`src/rtl/lsu_mem_stage.sv`:
```
// Load/store unit for the execute->memory path.
//
// The ALU result is used as the effective byte address. The unit drives a word-wide
// data-memory port with byte enables and a request/acknowledge handshake. Load data
// comes back aligned and sign- or zero-extended, and stall stays high while an op is
// in flight.
//
// Ports:
//   clk, reset_n        core clock (rising edge) and asynchronous active-low reset
//   req_valid/req_ready op handshake; req_ready is high only in IDLE
//   op                  [3]=store, [2]=unsigned load, [1:0]=size (byte/half/word/invalid)
//   addr, wdata         effective byte address and store data (value in the low bits)
//   mem_req/mem_ack     memory handshake; mem_req is held until mem_ack
//   mem_we, mem_addr    write enable and word-aligned address
//   mem_be, mem_wdata   little-endian byte enables and lane-replicated store data
//   mem_rdata           read word, valid together with mem_ack
//   rd_valid, rdata     one-cycle writeback pulse; rdata holds until the next load
//   stall               high whenever the FSM is not in IDLE
//   misalign            one-cycle exception pulse (only with LSU_MISALIGN_EXC_EN)
//
// Optional feature, macro LSU_MISALIGN_EXC_EN:
//   Defined:   a misaligned op is accepted, issues no memory request and pulses
//              misalign for one cycle.
//   Undefined: the offending low address bits are cleared and the access proceeds.
module lsu_mem_stage #(
  parameter int unsigned ADDR_W = 32,
  parameter int unsigned DATA_W = 32
) (
  input  logic              clk,
  input  logic              reset_n,
  input  logic              req_valid,
  output logic              req_ready,
  input  logic [3:0]        op,
  input  logic [ADDR_W-1:0] addr,
  input  logic [DATA_W-1:0] wdata,
  output logic              mem_req,
  output logic              mem_we,
  output logic [ADDR_W-1:0] mem_addr,
  output logic [3:0]        mem_be,
  output logic [DATA_W-1:0] mem_wdata,
  input  logic              mem_ack,
  input  logic [DATA_W-1:0] mem_rdata,
  output logic              rd_valid,
  output logic [DATA_W-1:0] rdata,
  output logic              stall
`ifdef LSU_MISALIGN_EXC_EN
  ,
  output logic              misalign
`endif
);

`ifdef LSU_MISALIGN_EXC_EN
  localparam bit MisalExc = 1'b1;
`else
  localparam bit MisalExc = 1'b0;
`endif

  typedef enum logic [1:0] {StIdle, StAccess, StDone} state_e;

  state_e state_q, state_d;

  logic              we_q, uns_q, miss_q;
  logic [1:0]        size_q, lane_q;
  logic [3:0]        be_q;
  logic [ADDR_W-1:0] addr_q;
  logic [DATA_W-1:0] wdata_q, rdata_q;

  // Decode of the incoming op, used only on the accept cycle
  logic              accept, misal_in;
  logic [1:0]        size_in, lane_in;
  logic [3:0]        be_in;
  logic [DATA_W-1:0] wdata_in;

  always_comb begin
    size_in  = op[1:0];
    accept   = req_valid && (state_q == StIdle) && (size_in != 2'b11);
    misal_in = ((size_in == 2'b01) && addr[0]) ||
               ((size_in == 2'b10) && (addr[1:0] != 2'b00));
    // Misaligned offsets are rounded down to the natural boundary of the access
    case (size_in)
      2'b01:   lane_in = {addr[1], 1'b0};
      2'b10:   lane_in = 2'b00;
      default: lane_in = addr[1:0];
    endcase
    case (size_in)
      2'b00:   be_in = 4'b0001 << lane_in;
      2'b01:   be_in = lane_in[1] ? 4'b1100 : 4'b0011;
      2'b10:   be_in = 4'b1111;
      default: be_in = 4'b0000;
    endcase
    case (size_in)
      2'b00:   wdata_in = {4{wdata[7:0]}};
      2'b01:   wdata_in = {2{wdata[15:0]}};
      default: wdata_in = wdata;
    endcase
  end

  // Lane selection and extension of the returned word
  logic [DATA_W-1:0] shifted, ext;

  always_comb begin
    shifted = mem_rdata >> {lane_q, 3'b000};
    case (size_q)
      2'b00:   ext = uns_q ? {{(DATA_W-8){1'b0}}, shifted[7:0]}
                           : {{(DATA_W-8){shifted[7]}}, shifted[7:0]};
      2'b01:   ext = uns_q ? {{(DATA_W-16){1'b0}}, shifted[15:0]}
                           : {{(DATA_W-16){shifted[15]}}, shifted[15:0]};
      default: ext = mem_rdata;
    endcase
  end

  always_comb begin
    state_d = state_q;
    unique case (state_q)
      StIdle: begin
        if (accept) begin
          // A misaligned op with the exception enabled skips memory and reports in DONE
          state_d = (misal_in && MisalExc) ? StDone : StAccess;
        end
      end
      StAccess: begin
        if (mem_ack) state_d = we_q ? StIdle : StDone;
      end
      StDone:   state_d = StIdle;
      default:  state_d = StIdle;
    endcase
  end

  always_ff @(posedge clk or negedge reset_n) begin
    if (!reset_n) begin
      state_q <= StIdle;
      we_q    <= 1'b0;
      uns_q   <= 1'b0;
      miss_q  <= 1'b0;
      size_q  <= 2'b00;
      lane_q  <= 2'b00;
      be_q    <= 4'b0000;
      addr_q  <= '0;
      wdata_q <= '0;
      rdata_q <= '0;
    end else begin
      state_q <= state_d;
      if (accept) begin
        we_q    <= op[3];
        uns_q   <= op[2];
        miss_q  <= misal_in && MisalExc;
        size_q  <= size_in;
        lane_q  <= lane_in;
        be_q    <= be_in;
        addr_q  <= {addr[ADDR_W-1:2], 2'b00};
        wdata_q <= wdata_in;
      end
      if ((state_q == StAccess) && mem_ack && !we_q) rdata_q <= ext;
    end
  end

  logic access;

  always_comb begin
    access    = (state_q == StAccess);
    req_ready = (state_q == StIdle);
    stall     = (state_q != StIdle);
    // Port fields are zero outside ACCESS, so reset drops the request at once
    mem_req   = access;
    mem_we    = access && we_q;
    mem_addr  = access ? addr_q : '0;
    mem_be    = access ? be_q : 4'b0000;
    mem_wdata = access ? wdata_q : '0;
    rd_valid  = (state_q == StDone) && !miss_q;
    rdata     = rdata_q;
  end

`ifdef LSU_MISALIGN_EXC_EN
  assign misalign = (state_q == StDone) && miss_q;
`endif

endmodule

```
`config.mk`:
```
export PLATFORM = sky130hd
export DESIGN_NAME = lsu_mem_stage
export DESIGN_NICKNAME = d
export VERILOG_FILES = /design/src/rtl/lsu_mem_stage.sv
export SDC_FILE = /design/constraint.sdc
export NUM_CORES = 1
export LEC_CHECK = 0
export BUFFER_PORTS_ARGS = -buffer_cell sky130_fd_sc_hd__clkbuf_2
export CAP_MARGIN = 10
export CORE_ASPECT_RATIO = 2
export CORE_MARGIN = 2
export CORE_UTILIZATION = 30
export DETAILED_ROUTE_END_ITERATION = 10
export PLACE_DENSITY = 0.52
export SYNTH_ARGS = -nofsm -noshare
export SYNTH_HDL_FRONTEND = slang
export SYNTH_SLANG_ARGS = --single-unit
```
`constraint.sdc`:
```
create_clock -name clk -period 1.9 [get_ports clk]
set_input_delay 0.095 -clock clk [delete_from_list [all_inputs] [get_ports clk]]
set_output_delay 0.095 -clock clk [all_outputs]
set_load 0.02 [all_outputs]
```
==> results.toml <==
[worst_hold_path]
hold_path_class = "primary input to register"

[clock_network]
cts_max_path_buffers = 2
clock_sinks = 106
cts_root_buf = "clkbuf_16"
clkTransAtPathRegs_ps = 80
cts_max_level = 3
worstSkewPairLatency_ps = 350
cts_buffers = 9
tritoncts = "done"

[global_routing]
grt_pass1_vias = 5458
grt_use_met3_pct = 3.79
grtUsageTotal_pct = 19.6
grt_max_degree = 90
overflow = 0
grt.busiest_layer = "met2"
grtUsageMet1_pct = 21.2
grt_pass1_wl_um = 29400
met2_usage_pct = 36.4
antenna_found_initial = 0

[placed_design]
io_buffers = 206
dpl.cell_count = 1030
hpwl_um = 13500
place_congestion = 0.890

[timing]
fin_skew_ps = 6.68
whs_ps = 16.6
worst_pin_slew_ps = 664
finalCriticalPeriod_ps = 1780
fmax_mhz = 562
final-hold-violation-count = 0
rsz0062_at_grt = "no"
final-max-slew-violation-count = 0
min_period_over_period_pct = 93.7
setup_violations = 0
setup-tns-final_ps = 0
maxSlewHeadroom_pct = 55.7

[floorplanning]
initial_core_util_pct = 30.4
dieArea_um2 = 19100
core_area_um2 = 17700
ioPinCount = 209
die_h_um = 193
dieWidth_um = 98.7
rows = 69

[setup_path]
path_max_fanout = 45
crit_family = "buffers and inverters"
cp-end-kind = "output pin"
worst_ep_required_time_ps = 1800
crit_path_start_kind = "register"
crit_type = "register to output pin"
slowest_stage = "dfrtp_1"
path_buf_inv = 2
arrival_ps = 1690
cp_slowest_stage_delay_ps = 430
path_cells = "nor2b_4, buf_8, and2_1, clkbuf_2"

[pwr]
p_comb_share_pct = 42.6
irDropWorstVdd_mv = 0.639
powerDensity_nw_per_um2 = 1320
power.internal_mw = 5.86
p_leak_nw = 3.90
pwr-share-clk_pct = 20.1
p_sw_share_pct = 41.2
switchingPower_mw = 4.10
sequentialPowerShare_pct = 37.3

[cells_and_area]
nFillCells = 1827
finalNonFillerCells = 1092
fin_nets = 982
areaGrowthSynthToFinish_pct = 39.8
seq_area_um2 = 2650
drive_gt1_share_pct = 28.4
insertedDiodeCount = 0
multi_input_area_um2 = 2520

[logic_synthesis]
synthFlopType = "dfrtp_1"
yosysTopAreaCell = "dfrtp_1"
synth_common_cells = "nand2_1 (169), dfrtp_1 (106), and2_1 (67), nor2_1 (45), clkbuf_1 (36)"
yosys_warnings = 0
ys_seq_area_share_pct = 49.3
syn_area_per_cell_um2 = 8.46
postSynthCellCount = 635
yosys-top-cells-area = "dfrtp_1 (49%), nand2_1 (12%), and2_1 (7.8%)"
ys_ff_latch = 106
synth_cell_types = 36
synth_edf_count = 0
yosys.area.top_type_share_pct = 49.3
synthArstFlopShare_pct = 100
netlist_area_um2 = 5380
yosysMostFrequentCell = "nand2_1"

[drt]
drt_iter0_drc = 204
ant_nets = 0
drc = 0
wl_um = 18400
viasPerCell = 4.79
wl_per_cell_um = 16.9
drt-pass1-iter-count = 4
routed-via-count = 5234

[run]
maxCapViolations = 0

[run_status]
outcome = "finished, final reports clean"
[worst paths after layout]
| check | from | endpoint | slack, ps | cells past startpoint |
|---|---|---|---|---|
| max | state_q[0] | mem_be[3] | 120 | 4 |
| min | wdata[4] | wdata_q[4] | 20 | 3 |
| max reg2reg | lane_q[1] | rdata[27] | 170 | 5 |
| min reg2reg | addr_q[16] | addr_q[16] | 470 | 2 |
| max in group asynchronous | reset_n | be_q[2] | 1080 | 3 |
| min in group asynchronous | reset_n | addr_q[23] | 210 | 2 |
[placed cells by master, fill, tap and decap left out, types with 2 or more instances in the layout]
cell,netlist,final
nor3b_1,12,12
a21oi_1,26,26
buf_12,0,5
clkbuf_2,0,205
nand2b_1,8,8
nand2_1,169,169
a22oi_1,16,16
a21o_1,9,9
inv_6,0,2
a211oi_1,8,8
mux2i_1,13,13
nand3_1,33,33
conb_1,1,2
o21ai_0,32,32
and2_1,67,67
dlygate4sd3_1,0,46
ha_1,4,4
nor2_1,45,45
dfrtp_1,106,106
buf_4,2,16
clkbuf_16,0,9
a31oi_1,11,11
nor2b_1,4,3
inv_1,9,9
[power groups by stage]
| stage | clock network, mW | logic, mW | registers, mW |
|---|---|---|---|
| final | 2.00 | 4.24 | 3.72 |
| after global routing | 2.14 | 4.71 | 3.85 |
| after CTS | 2.07 | 4.31 | 3.73 |
| after detailed placement | 0 | 4.21 | 3.76 |
| after global placement | 0 | 4.18 | 3.75 |
| after floorplan | 0 | 2.40 | 3.93 |
[repair_timing]
item,4_1_cts,5_1_grt
endpoints found under the hold margin,72,0
setup endpoints to repair,44,18
pin swaps,0,0
buffers inserted,0,0
gates resized for setup,1,3
hold buffers,46,0
[stage by stage]
step | util (%) | total power [mW] | instance area [um2] | setup slack, ps
floorplan | - | 6.33 | 5380 | 195
global placement | 38.0 | 7.94 | 6730 | 131
detailed placement | 38.0 | 7.98 | 6730 | 81.9
CTS | 42.4 | 10.1 | 7510 | 51.0
global route | 42.5 | 10.7 | 7510 | 21.0
finish | 42.5 | 9.96 | 7510 | 120
[layer usage]
metal / part of all wire [%] / up-vias
met1: 36 / 2452
met3: 5.4 / 26
met4: 3.5 / 0
met2: 55 / 188
met5: 0 / -
li1: - / 2568
[final cells by class]
class	instances	share of cell area [%]
Tap cell	213	3.55
Sequential cell	106	35.3
Timing Repair Buffer	274	23.1
Multi-Input combinational cell	474	33.5
Clock buffer	10	3.18
Clock inverter	6	0.949
Inverter	9	0.450
[worst register-to-register path: cells and delay by family (launching register included)]
family / cells / cell delay, ps
and+or+nand+nor: 2 / 270
AOI/OAI and AO/OA: 2 / 710
DFF: 1 / 460
buffers and inverters: 1 / 220
[cell families after synthesis]
kind of cell | synth area share (%)
fa+ha+maj | 0.931
flops | 49.3
xor+xnor | 0.163
buf+inv | 4.19
other cells | 0.0698
simple gates | 30.4
mux | 2.63
compound gates | 12.3
[state kept, by name, summed over array words and instances, names as in the netlist, 2 cells and up]
name     cells
state_q      2
lane_q       2
size_q       2
wdata_q     32
rdata       32
be_q         4
addr_q      30
Note: power is estimated with default switching activity, not from simulation.
